$ cat config.mk
export PLATFORM = sky130hd
export DESIGN_NAME = decomp_recompose
export DESIGN_NICKNAME = d
export VERILOG_FILES = /design/src/rtl/decomp_recompose.sv
export SDC_FILE = /design/constraint.sdc
export NUM_CORES = 1
export LEC_CHECK = 0
export BUFFER_PORTS_ARGS = -buffer_cell sky130_fd_sc_hd__buf_2
export CAP_MARGIN = 20
export CELL_PAD_IN_SITES_DETAIL_PLACEMENT = 1
export CELL_PAD_IN_SITES_GLOBAL_PLACEMENT = 1
export CORE_MARGIN = 2
export CORE_UTILIZATION = 42
export CTS_BUF_LIST = sky130_fd_sc_hd__clkbuf_4 sky130_fd_sc_hd__clkbuf_8
export DETAILED_ROUTE_END_ITERATION = 16
export GPL_ROUTABILITY_DRIVEN = 0
export GPL_TIMING_DRIVEN = 0
export PLACE_DENSITY = 0.78
export SYNTH_ARGS = -nofsm -noshare
export SYNTH_HDL_FRONTEND = slang
export SYNTH_SLANG_ARGS = --single-unit
$ cat constraint.sdc
create_clock -name clk -period 1.96 [get_ports clk]
set_input_delay 0.392 -clock clk [delete_from_list [all_inputs] [get_ports clk]]
set_output_delay 0.392 -clock clk [all_outputs]
set_load 0.02 [all_outputs]
$ cat src/rtl/decomp_recompose.sv
// rtl/decomp_recompose.sv - rebuilds r = (r1*2*gamma2 + r0) mod q from a decomposed pair
// Two-stage pipeline (sum + range check, then modular fold) with valid/ready on both sides.
module decomp_recompose (
  input  logic        clk,
  input  logic        rst_n,
  input  logic [2:0]  sec_lvl,
  input  logic        in_valid,
  output logic        in_ready,
  input  logic [5:0]  r1,
  input  logic [18:0] r0,
  output logic        out_valid,
  input  logic        out_ready,
  output logic [22:0] dout,
  output logic        range_err,
  input  logic        err_clr
);

  localparam logic signed [26:0] Q         = 27'sd8380417;
  localparam logic        [22:0] Q_LO      = 23'd8380417;
  localparam logic signed [26:0] GAMMA2_L0 = 27'sd261888;
  localparam logic signed [26:0] GAMMA2_L2 = 27'sd95232;

  logic                adv;
  logic                lvl2;
  logic signed [26:0]  gamma2;
  logic signed [26:0]  alpha;
  logic        [5:0]   r1_max;
  logic signed [26:0]  r0_ext;
  logic signed [26:0]  r1_ext;
  logic signed [26:0]  in_sum;
  logic                in_err;

  logic                s1_v;
  logic                s1_err;
  logic signed [26:0]  s1_sum;
  logic        [22:0]  dout_next;

  assign adv      = !out_valid || out_ready;
  assign in_ready = adv;

  always_comb begin
    lvl2   = (sec_lvl == 3'b010);
    gamma2 = lvl2 ? GAMMA2_L2 : GAMMA2_L0;
    alpha  = gamma2 <<< 1;
    r1_max = lvl2 ? 6'd43 : 6'd15;
    r0_ext = {{8{r0[18]}}, r0};
    r1_ext = {21'd0, r1};
    in_sum = r1_ext * alpha + r0_ext;
    // -gamma2 itself is accepted so the q-1 corner (r1 = 0) round-trips
    in_err = (r1 > r1_max) || (r0_ext > gamma2) || (r0_ext < -gamma2);
  end

  // Only the low 23 bits matter once the sum is folded into 0..q-1
  always_comb begin
    dout_next = s1_sum[22:0];
    if (s1_err)
      dout_next = 23'd0;
    else if (s1_sum < 0)
      dout_next = s1_sum[22:0] + Q_LO;
    else if (s1_sum >= Q)
      dout_next = s1_sum[22:0] - Q_LO;
  end

  always_ff @(posedge clk or negedge rst_n) begin
    if (!rst_n) begin
      s1_v      <= 1'b0;
      s1_err    <= 1'b0;
      s1_sum    <= '0;
      out_valid <= 1'b0;
      dout      <= '0;
      range_err <= 1'b0;
    end else begin
      if (adv) begin
        s1_v <= in_valid;
        if (in_valid) begin
          s1_sum <= in_sum;
          s1_err <= in_err;
        end
        out_valid <= s1_v;
        if (s1_v)
          dout <= dout_next;
      end
      if (adv && s1_v && s1_err)
        range_err <= 1'b1;
      else if (err_clr)
        range_err <= 1'b0;
    end
  end

endmodule

Yosys cells after proc, flatten, opt, wreduce, memory -nomap -nowiden

Index checks and enable logic that the tools add are counted.

Bits in registers: 54
Word-level logic and storage cells: 33

$add $sub $neg: 4
Multipliers: 1
$lt $le $gt $ge: 5
Eq/ne operators: 1
Muxes and demuxes: 7
Reductions and logical operators: 9

Operator list:

| cell                     | count |
|---|---|
| $mux W23                 | 3 |
| $add A26 B19 Y27         | 1 |
| $ge A27 B24 Y1 const B   | 1 |
| $lt A19 B27 Y1           | 1 |
| $lt A27 B1 Y1 const B    | 1 |
| $neg A18 Y27             | 1 |
| $mul A6 B18 Y24          | 1 |
| $add A23 B23 Y23 const B | 1 |
| $sub A23 B23 Y23 const B | 1 |
| $gt A19 B19 Y1           | 1 |
| $mux W18                 | 1 |
| $gt A6 B6 Y1             | 1 |
| $mux W6                  | 1 |
| $reduce_and A2 Y1        | 2 |
| $eq A3 B2 Y1 const B     | 1 |
| $logic_or A1 B1 Y1       | 3 |
| $logic_and A1 B1 Y1      | 2 |
| $mux W1                  | 2 |
| $reduce_bool A2 Y1       | 1 |
| $logic_not A1 Y1         | 1 |

Depth between registers and ports, before layout

Word-level depth: 5
Depth in mapped cells: 24
Mapped depth without buffers: 24

Least setup slack after synthesis

No wires, ideal clock.

Kind: in2reg
Start: input port sec_lvl[0]
End: register s1_sum[26]
Setup time: 124 ps
Arrival time: 5401 ps
Required time: 1836 ps
Setup slack: -3565 ps
Cell stages on the path: 22
Path through: nor2_1 -> nand2_1 -> ha_1 -> fa_1 -> inv_1 -> fa_1 -> fa_1 -> inv_1 -> ha_1 -> o21ai_0 -> nor2_1 -> or4_1 -> a41o_1 -> o41a_1 -> xor2_1 -> ha_1 -> a21oi_1 -> o21ai_0 -> a21oi_1 -> o31a_1 -> nor4b_1 -> a211o_1

Word-level cells in the longest chain between the ends: 4

RTL lines:

| what                 | line | text |
|---|---|---|
| from (decl)          | 6    | `input logic [2:0] sec_lvl,` |
| $eq A3 B2 Y1         | 42   | `lvl2 = (sec_lvl == 3'b010);` |
| $mux W18             | 43   | `gamma2 = lvl2 ? GAMMA2_L2 : GAMMA2_L0;` |
| $mul A6 B18 Y24      | 48   | `in_sum = r1_ext * alpha + r0_ext;` |
| $add A26 B19 Y27     | 48   |  |
| to (signal assigned) | 76   | `s1_sum <= in_sum;` |
| to (decl)            | 35   | `logic signed [26:0] s1_sum;` |

No other way between the ends.
A chain may end at the register's enable or synchronous reset.

Worst setup path after layout

Start: input port sec_lvl[2]
End: register s1_sum[25]

Same word-level chain as after synthesis.

==> metrics <==
placed cell areas 0.006275 mm2; die height 118.3 um; Final Hold Vio Count 0; Nets 899; DRT antenna net count 0; slowest stage delay, CP 0.52 ns; Clock Skew 0.01142 ns; area share of the leading cell type in the synthesized netlist 0.2464; clock sink total 54; DR iter-0 viols 316; Min Hold Slack 0.01963 ns; ys async rst share 1.000; ys flop type dfrtp_1; vias per cell 6.114; f_max 184.2 MHz; crit end category flop; top-count cell post-synth nand2_1; Slew Limit Fails 0; initial antenna violation count 0; Tcrit/Tclk final 2.770; RSZ-0062 raised after global routing yes; CP max FO 5; Syn-to-layout area delta 48.84%; CTS buffer count 5; MaxCap Viol Count 0; endpoints failing setup 40; delay-heaviest family, CP adder cells; Max VDD drop 1130 uV; Rows 41; syn nets 751; Seq/Total Area, Yosys 0.2464; power per cell area 1978 mW/mm2; Synth area leader dfrtp_1; failing checks setup timing; H-tree Lvls 2; total number of vias 5833; clk_lat worst skew 0.34 ns; Syn Inst Count 633; Routed Wire Length 24070 um; area occupied by multi-input gates 0.004995 mm2; worst slew pin tran 0.6110 ns; worst hold-check path type input port to async pin; outcome finished, violations left; Pleak 3.636 nW; CTS clock-pin slew for the worst setup and hold paths 0.10 ns; CP Data Arrival Time 5.71 ns; min Tclk post-route 5.429 ns; final instance area 0.008164 mm2; ant diodes 0; DR WL/cell 25.23 um; slew margin rel. 0.5900; Port Buffer Count 58; Startpoint Class input port; Storage cell area 0.001368 mm2; Initial Util 0.4329; TritonCTS clock tree built; syn_area_per_cell 8.665 um2; Crit Reg-Reg Startpoint s1_sum[1]; pin count of the biggest net entering global routing 34; core area 0.01267 mm2; worst-path cell with the longest stage delay fa_1; first-pass GRT wire length 31110 um; Post-DP HPWL 13010 um; Worst Path Buf+Inv 4; Die Area 0.01399 mm2; vias in the first global route 6062; die width 118.3 um; num ports 59; Tot GR Track Use 0.2766; clk buf depth 2; WP data required 2.24 ns; drt drc 0; Yosys cell types 66; Mapped Area 0.005485 mm2; #FFs+latches synth 54; EDFF count, synth 0; most area-consuming cells after synthesis dfrtp_1 (25%), ha_1 (14%), fa_1 (9.1%); fill count 1397; Clock Root Buffer clkbuf_8; yosys warns 0; Overflow after GRT 0; Post-synth top cells nand2_1 (72), ha_1 (60), inv_1 (59), dfrtp_1 (54), nor2_1 (46); share of layout cells above drive strength 1 0.4501; WS Path Type input port to flop; Worst Setup SP sec_lvl[2]; number of detailed-route iterations in the first pass 5; Setup WS post-layout -3.469 ns
[what timing repair did]
action                                  in CTS  in global routing
pin swaps                                   61                 76
hold buffers                                 0                  0
setup buffers                               42                 52
gates cloned                                 3                  0
resized for setup                          110                121
endpoints found under the setup margin      51                 49
[cells by family (layout without fill, tap and decap cells)]
| logic type | Yosys count | count (layout) | synth area share |
|---|---|---|---|
| buffers and inverters | 88 | 236 | 0.06546 |
| DFF | 54 | 54 | 0.2464 |
| adders and majority gates | 85 | 85 | 0.2281 |
| AOI/OAI and AO/OA | 154 | 154 | 0.1980 |
| and+or+nand+nor | 206 | 207 | 0.1882 |
| muxes | 1 | 1 | 0.002053 |
| xor gates and xnor gates | 45 | 45 | 0.07185 |
[power breakdown]
group	leakage, nW	switching (W)	internal [W]
Combinational	2.91	0.00710	0.00623
Sequential	0.672	0.000538	0.00149
Clock	0.0548	0.000399	0.000396
[worst reg2reg max path, stage by stage, from the launching register on]
cell,delay (ns)
dfrtp_1,0.42
inv_2,0.08
ha_2,0.18
nor4_2,0.19
nand4b_1,0.19
a31o_4,0.31
buf_4,0.16
buf_6,0.13
a41oi_4,0.21
xnor2_1,0.11
a22o_1,0.20
[through the flow]
stage	worst slack [ns]	power [W]	TNS, ns	cells	util
final	-3.469	0.01615	-42.81	954	0.6443
after global routing	-3.659	0.01687	-46.04	954	0.6443
after CTS	-3.346	0.01260	-38.65	907	0.5736
after detailed placement	-4.039	0.009774	-57.10	864	0.4952
after global placement	-3.829	0.009353	-52.89	863	0.4936
after floorplan	-3.166	0.007857	-35.86	633	-
[layer usage]
metal | part of all wire | vias to the layer above | GRT usage
li1 | - | 2536 | -
met1 | 0.35 | 2949 | 0.2855
met2 | 0.54 | 236 | 0.5535
met3 | 0.035 | 112 | 0.02510
met4 | 0.072 | 0 | 0.1265
met5 | 0 | - | 0
[area by class of cell]
| type | instances | share of cell area |
|---|---|---|
| buffer | 17 | 0.01456 |
| tap | 172 | 0.02636 |
| multi-input combinational | 492 | 0.6118 |
| sequential | 54 | 0.1675 |
| timing repair buffer | 152 | 0.1379 |
| clock inverter | 2 | 0.004598 |
| inverter | 59 | 0.02789 |
| clock buffer | 6 | 0.009349 |
[state kept, by name, indices dropped and copies added, names as in the netlist]
register / flops
s1_sum: 27
dout: 23
out_valid: 1
range_err: 1
s1_err: 1
s1_v: 1
[worst paths after layout]
check                              to  slack [ns]  cells after the start
max                        s1_sum[25]       -3.47                     25
min                           dout[3]        0.02                      1
max reg2reg                  dout[12]       -0.33                     10
min reg2reg                   dout[9]        0.49                      2
max in group asynchronous  s1_sum[26]        1.38                      2
min in group clk            s1_sum[6]        0.26                      3
[layout by cell type, fill, tap and decap left out, types with 5 or more instances in the layout]
cell,count
a31oi_4,5
ha_1,36
o21ai_2,7
xnor2_2,11
clkbuf_8,6
nor2_1,29
o21ai_1,9
nor3b_1,5
a22o_1,19
nand2b_1,5
dfrtp_1,41
nor2_4,7
xnor2_1,23
a21o_1,5
buf_12,5
nor2_2,10
nand3_1,9
nand4_1,8
inv_1,47
dfrtp_2,13
nor4_1,5
o21ai_0,17
nand2_1,63
a21oi_2,5
buf_4,72
nor3_1,6
buf_6,21
o21a_1,5
inv_2,10
xor2_1,10
ha_4,20
fa_1,23
clkbuf_1,7
nand2_2,5
buf_2,57
nor4_4,6
a21oi_1,12
o22ai_4,6
or3_1,5
Note: power is estimated with default switching activity, not from simulation.
